===== config.mk =====
export PLATFORM = sky130hd
export DESIGN_NAME = audio_frame_packer
export DESIGN_NICKNAME = d
export VERILOG_FILES = /design/src/rtl/audio_frame_packer.sv
export SDC_FILE = /design/constraint.sdc
export NUM_CORES = 1
export LEC_CHECK = 0
export ABC_AREA = 1
export BUFFER_PORTS_ARGS = -buffer_cell sky130_fd_sc_hd__buf_2
export CAP_MARGIN = 20
export CORE_MARGIN = 2
export CORE_UTILIZATION = 45
export CTS_CLUSTER_SIZE = 10
export DETAILED_ROUTE_END_ITERATION = 16
export SYNTH_ARGS = -nofsm -noshare
export SYNTH_HDL_FRONTEND = slang
export SYNTH_SLANG_ARGS = --single-unit
export TNS_END_PERCENT = 30

===== constraint.sdc =====
create_clock -name clk_i -period 4 [get_ports clk_i]
set_input_delay 0.8 -clock clk_i [delete_from_list [all_inputs] [get_ports clk_i]]
set_output_delay 0.8 -clock clk_i [all_outputs]
set_load 0.005 [all_outputs]

===== src/rtl/audio_frame_packer.sv =====
// audio_frame_packer: FIFO-buffered stereo frames serialised into SYNC+6-byte packets over valid/ready.
// Define AUDIO_FRAME_PACKER_CHECKSUM_EN to append an XOR checksum byte (8-byte packets).
module audio_frame_packer #(
    parameter int         SAMPLE_W  = 24,
    parameter int         DEPTH     = 16,
    parameter logic [7:0] SYNC_BYTE = 8'hA5
) (
    input  logic                     clk_i,
    input  logic                     rst_i,
    input  logic                     enable_i,
    input  logic                     sample_stb_i,
    input  logic [SAMPLE_W-1:0]      left_i,
    input  logic [SAMPLE_W-1:0]      right_i,
    output logic [7:0]               byte_o,
    output logic                     byte_valid_o,
    input  logic                     byte_ready_i,
    output logic [$clog2(DEPTH):0]   level_o,
    output logic                     overflow_o,
    input  logic                     clr_overflow_i,
    output logic                     busy_o
);
    localparam int AW = $clog2(DEPTH);
    localparam int LW = AW + 1;
    localparam int FW = 2 * SAMPLE_W;
`ifdef AUDIO_FRAME_PACKER_CHECKSUM_EN
    typedef enum logic [1:0] {IDLE, HDR, DATA, CSUM} state_t;
    logic [7:0] csum_q;
`else
    typedef enum logic [1:0] {IDLE, HDR, DATA} state_t;
`endif
    state_t state_q, state_d;
    logic [FW-1:0] mem_q [DEPTH];
    logic [AW-1:0] wr_ptr_q, rd_ptr_q;
    logic [LW-1:0] level_q;
    logic [FW-1:0] frame_q;
    logic [2:0]    idx_q;
    logic          overflow_q;
    logic          push, pop, full, accept, xfer;
    assign push   = sample_stb_i & enable_i;
    assign pop    = (state_q == IDLE) && (level_q != '0);
    assign full   = level_q == LW'(DEPTH);
    // A full FIFO still takes a frame when the same cycle frees a slot.
    assign accept = push & (~full | pop);
    assign xfer   = byte_valid_o & byte_ready_i;
    assign level_o    = level_q;
    assign overflow_o = overflow_q;
    assign busy_o     = state_q != IDLE;
    always_ff @(posedge clk_i) begin
        if (accept)
            mem_q[wr_ptr_q] <= {left_i, right_i};
    end
    always_ff @(posedge clk_i) begin
        if (rst_i) begin
            state_q    <= IDLE;
            wr_ptr_q   <= '0;
            rd_ptr_q   <= '0;
            level_q    <= '0;
            frame_q    <= '0;
            idx_q      <= '0;
            overflow_q <= 1'b0;
`ifdef AUDIO_FRAME_PACKER_CHECKSUM_EN
            csum_q     <= '0;
`endif
        end else begin
            state_q    <= state_d;
            level_q    <= level_q + LW'(accept) - LW'(pop);
            overflow_q <= (push & ~accept) | (overflow_q & ~clr_overflow_i);
            if (accept)
                wr_ptr_q <= wr_ptr_q + 1'b1;
            if (pop) begin
                rd_ptr_q <= rd_ptr_q + 1'b1;
                frame_q  <= mem_q[rd_ptr_q];
`ifdef AUDIO_FRAME_PACKER_CHECKSUM_EN
                csum_q   <= '0;
`endif
            end
            if (state_q == HDR && xfer)
                idx_q <= '0;
            if (state_q == DATA && xfer) begin
                idx_q   <= idx_q + 1'b1;
                frame_q <= {frame_q[FW-9:0], 8'h00};
`ifdef AUDIO_FRAME_PACKER_CHECKSUM_EN
                csum_q  <= csum_q ^ frame_q[FW-1 -: 8];
`endif
            end
        end
    end
    always_comb begin
        state_d      = state_q;
        byte_o       = '0;
        byte_valid_o = 1'b0;
        case (state_q)
            IDLE: state_d = pop ? HDR : IDLE;
            HDR: begin
                byte_o       = SYNC_BYTE;
                byte_valid_o = 1'b1;
                state_d      = byte_ready_i ? DATA : HDR;
            end
            DATA: begin
                byte_o       = frame_q[FW-1 -: 8];
                byte_valid_o = 1'b1;
`ifdef AUDIO_FRAME_PACKER_CHECKSUM_EN
                state_d      = (byte_ready_i && idx_q == 3'd5) ? CSUM : DATA;
`else
                state_d      = (byte_ready_i && idx_q == 3'd5) ? IDLE : DATA;
`endif
            end
`ifdef AUDIO_FRAME_PACKER_CHECKSUM_EN
            CSUM: begin
                byte_o       = csum_q;
                byte_valid_o = 1'b1;
                state_d      = byte_ready_i ? IDLE : CSUM;
            end
`endif
            default: state_d = IDLE;
        endcase
    end
endmodule


### Word-level counts from Yosys, hierarchy flattened

Memory sizes are Yosys's and may differ from the RTL's. A register that Yosys moved wholly into a read port is not among the register bits.
Index checks and enable logic that the tools add are counted.

| storage, ports and cells | value |
|---|---|
| memories kept | 1 |
| word-level logic and storage cells | 53 |
| bits of input ports | 54 |
| RAM bits | 768 |
| register bits after elaboration | 67 |

Memory list:

| name | words | width | read ports | clocked after Yosys merged registers in | write ports | line | source |
|---|---|---|---|---|---|---|---|
| mem_q | 16 | 48 | 1 | 1 | 1 | 32 | `logic [FW-1:0] mem_q [DEPTH];` |

| cells by class | value |
|---|---|
| reduce and logical (&&, ||, !) cells | 11 |
| multiplexer cells | 14 |
| bitwise logic cells | 10 |
| equality and inequality tests | 4 |
| add/sub/neg operators | 5 |

Operator list:

| operator | number |
|---|---|
| $mux 48 | 2 |
| $pmux 8 s2 | 1 |
| $add 4x1->4 const B | 2 |
| $mux 4 | 2 |
| $mux 3 | 2 |
| $pmux 2 s3 | 1 |
| $reduce_bool 2->1 | 3 |
| $add 5x1->5 | 1 |
| $and 1x1->1 | 5 |
| $eq 5x5->1 const B | 1 |
| $reduce_bool 5->1 | 1 |
| $sub 5x1->5 | 1 |
| $logic_and 1x1->1 | 4 |
| $mux 1 | 4 |
| $mux 2 | 2 |
| $reduce_or 2->1 | 2 |
| $add 3x1->3 const B | 1 |
| $eq 3x3->1 const B | 1 |
| $not 1->1 | 3 |
| $eq 2x1->1 const B | 1 |
| $eq 2x2->1 const B | 1 |
| $logic_not 2->1 | 1 |
| $or 1x1->1 | 2 |

### Depth between registers and ports, before layout

| logic depth | value |
|---|---|
| depth after elaboration | 7 |
| gate-level depth with buffers | 16 |
| gate-level depth less buffers | 15 |

### Least setup slack after synthesis

OpenSTA, ideal clock, no wires.

| timing path | value |
|---|---|
| path kind | input -> register |
| start point | in sample_stb_i |
| end point | mem mem_q[11][0] (netlist name) (enable) |
| setup slack | 0.181 ns |
| arrival | 3.365 ns |
| stages on the path | 4 |
| library setup time | 0.454 ns |
| path through | nand2_1 -> a31oi_2 -> nand3_1 -> nor2_1 |

| between the ends | value |
|---|---|
| cells in the longest elaborated chain, start to end | 4 |

Ends and longest elaborated chain:

| item | line | source |
|---|---|---|
| start, declared | 11 | `input logic sample_stb_i,` |
| $and 1x1->1 | 39 | `assign push = sample_stb_i & enable_i;` |
| $and 1x1->1 | 43 | `assign accept = push & (~full \| pop);` |
| $mux 1 | 49 | `if (accept)` |
| $mux 1 (implied by the code) | 50 | `mem_q[wr_ptr_q] <= {left_i, right_i};` |
| end, declared | 32 |  |

Every way passes these cells.

### Final worst setup path

| timing path | value |
|---|---|
| start point | reg level_q[2] (netlist: level_o[2]) |
| end point | reg level_q[4] (netlist: level_o[4]) |

| between the ends | value |
|---|---|
| cells in the longest elaborated chain, start to end | 6 |

Ends and longest elaborated chain:

| item | line | source |
|---|---|---|
| start, declared | 34 | `logic [LW-1:0] level_q;` |
| start signal, assigned | 66 | `level_q <= level_q + LW'(accept) - LW'(pop);` |
| $eq 5x5->1 / $reduce_bool 5->1 (equally long branches) | 41, 40 |  |
| $not 1->1 / $logic_and 1x1->1 (equally long branches) | 43, 40 |  |
| $or 1x1->1 | 43 |  |
| $and 1x1->1 | 43 |  |
| $add 5x1->5 | 66 |  |
| $sub 5x1->5 * | 66 |  |

Every way passes the cells marked *; elsewhere a longest branch is shown, timed or not.
A chain may end at the register's enable or synchronous reset.

==> key figures <==
Outcome
  • Status: finished, final reports clean

Setup path
  • Critical path arrival: 3500 ps
  • Worst R2R End: level_o[4]
  • Worst r2r src: level_o[2]
  • Crit. End Element: flop
  • Reg-to-reg slack, setup: 1080 ps
  • Worst r2r path cells: 14
  • First element of the critical path: level_o[2]
  • Worst setup path end: level_o[4]
  • CP Class: reg2reg
  • Startpoint types: flop
  • Required @ worst endpoint: 4580 ps
  • Crit path max fanout: 9

Yosys
  • Syn Nets: 3549
  • Synth Area in Simple Gates: 0.1950
  • Syn. warnings: 0
  • XOR/XNOR Fraction of Synth Area: 0.0004901
  • Cells after synthesis: 3477
  • Synth Area in Compound Gates: 0.02650
  • Syn_area_per_cell: 10.28 um^2
  • Largest family of logic cells by synthesized area: simple AND/OR/NAND/NOR gates
  • Flops & latches, synth: 839
  • Adder-cell share of the synthesized area: 0.006511
  • Synth unique cells: 27
  • Async set or reset register ratio after synthesis: 0
  • Synth Flop Type: edfxtp_1
  • Post-Syn Area: 35740 um^2
  • Sequential-to-total area share from yosys stat: 0.6850
  • Mux cell area share after synthesis: 0
  • Number of flops mapped to enable cells by yosys: 768

Clock tree
  • Worst-path clk slew: 50 ps
  • Hold buffer count at cts: 0
  • Clock Latency Late Sink: 640 ps
  • Cell chosen for the clock root: clkbuf_16
  • Clock Path Buffers: 3
  • CTS buffer count: 94
  • CTS tree: yes
  • CTS resizes: 0
  • CTS Sinks: 839
  • Post-CTS Setup Inserts: 0
  • H-tree levels: 3

Floorplan
  • # rows: 103
  • Starting Density: 0.4532
  • Core area: 78870 um^2
  • Die Y: 285.8 um
  • Die width: 285.8 um
  • IO Pins: 70
  • Die area: 81700 um^2

Finish
  • Layout cells sized above 1: 0.07113
  • Leading cell type in the layout, fill and taps excluded: nand2_1
  • Finished Layout Cells: 4621
  • Most frequent cells in the layout: nand2_1 (947), edfxtp_1 (768), inv_1 (580), nand3_1 (556), nor2_1 (143)
  • Fin nets: 3587
  • P&R area growth vs syn: 11.71%
  • Number of diodes: 0

Routing
  • Antenna viol nets, final: 0
  • Number of detailed-route iterations in the first pass: 5
  • Avg WL per Cell: 18.66 um
  • Post-route DRC: 0
  • Via count: 23250
  • DR iter-0 viols: 2155
  • Post-detailed-routing wire length: 86.23 mm
  • Vias per Instance: 5.031

Place
  • # placed instances: 4469
  • Routability-driven placement congestion ratio: 0.7831
  • Port Buffers: 69
  • Post-DP HPWL: 44.34 mm

GRT
  • Pin count of the biggest net entering global routing: 184
  • Global-route wire length before repair: 132.4 mm
  • Vias in the first global route: 22560
  • Initial antenna violation count: 3
  • Grt ovf: 0
  • All-layer global routing usage: 0.2125

Timing
  • Fin Hold WS: 419.8 ps
  • Post-route minimum period: 2922 ps
  • Clock Skews: 24.69 ps
  • Setup TNS Final: 0 ps
  • Final setup viols: 0
  • Slew @ Worst Pin: 966.9 ps
  • RSZ-0062 raised after global routing: false
  • Pins Over Slew Limit: 0
  • Hold Fails Final Rpt: 0
  • Final period utilization: 0.7306
  • Slew margin rel.: 0.3554
  • Achievable clock frequency: 0.3422 GHz

Power
  • Sw Share: 0.3241
  • Maximum vdd drop: 0.5631 mV
  • Internal: 16.04 mW
  • Flop pwr share: 0.428
  • Clk network pwr share: 0.322
  • Leak Pwr: 16.27 nW
  • Pwr Density: 594.3 nW/um^2
  • Total power: 23.73 mW
  • Switching pwr: 7.690 mW
  • Combinational Power Share: 0.250

Worst hold path
  • Worst Hold Class: in2reg

Flow run
  • Maximum capacitance violations: 0
[registers in the layout, summed over array words and instances, names as in the netlist, named ones only]
register	cells
wr_ptr_q	4
idx_q	3
level_o	5
rd_ptr_q	4
state_q	2
frame_q	48
overflow_o	1
mem_q	768
[layer usage]
metal	track usage	routed length, um
met1	0.2798	36860
met2	0.3638	41970
met3	0.03214	5051
met4	0.06505	2313
met5	0	36
[critical path, cell delays in order (launching register included)]
cell and delay [ps]:
dfxtp_1 360, inv_1 70, ha_1 190, nand2_1 70
nor2_2 50, a31oi_2 360, inv_1 160, ha_1 310
inv_1 60, ha_1 160, inv_1 60, fa_1 430
o31ai_1 310, o21ai_0 130, a21oi_1 130
[layout make-up]
| type | instances | area (um^2) |
|---|---|---|
| multi-input cells | 1870 | 8293 |
| fillers | 7020 | 38940 |
| repair buffers | 124 | 958.4 |
| flip-flops and latches | 839 | 24500 |
| clock inverters | 5 | 46.29 |
| clock buffers | 147 | 2604 |
| well taps | 1050 | 1314 |
| inverters | 586 | 2215 |
[worst min path at each step]
stage,slack (ps),end,cells past startpoint,startpoint
floorplan,430,flop,2,rd_ptr_q[3]
global placement,440,flop,2,rd_ptr_q[3]
detailed placement,440,flop,2,rd_ptr_q[3]
CTS,390,overflow_o,4,clr_overflow_i
global route,410,overflow_o,4,clr_overflow_i
finish,420,overflow_o,4,clr_overflow_i
[logic make-up (layout without fill, tap and decap cells)]
kind of cell,after synthesis,count (layout)
adder cells (fa/ha/maj),18,18
AO/OA/AOI/OAI,182,182
AND/OR/NAND/NOR,1668,1668
flip-flops,839,839
buffers and inverters,768,862
XOR/XNOR,2,2
[power by group through the flow]
stage | clock network, mW | logic (mW) | registers, mW
final | 7.64 | 5.92 | 10.2
after global routing | 8.13 | 6.68 | 10.2
after CTS | 7.80 | 5.97 | 10.2
after detailed placement | 0 | 5.94 | 10.3
after global placement | 0 | 5.90 | 10.3
after floorplan | 0 | 4.29 | 10.2
[stage by stage]
step | utilization | setup slack (ps) | area (um^2)
after floorplan | - | 180.8 | 35740
after global placement | 0.4727 | 819.1 | 37280
after detailed placement | 0.4727 | 869.4 | 37280
after CTS | 0.5063 | 1099 | 39930
after global routing | 0.5063 | 842.3 | 39930
final | 0.5063 | 1078 | 39930
[synth_stat cells (16+ instances only)]
cell type / count / share of area
nand3_1: 556 / 0.078
a21oi_1: 60 / 0.0084
buf_1: 31 / 0.0033
ha_1: 17 / 0.0060
buf_6: 16 / 0.0050
nor2_1: 160 / 0.017
dfxtp_1: 71 / 0.040
edfxtp_1: 768 / 0.65
buf_2: 60 / 0.0084
nand2_1: 947 / 0.099
clkbuf_1: 71 / 0.0075
inv_1: 582 / 0.061
o21ai_0: 109 / 0.015
Note: power is estimated with default switching activity, not from simulation.
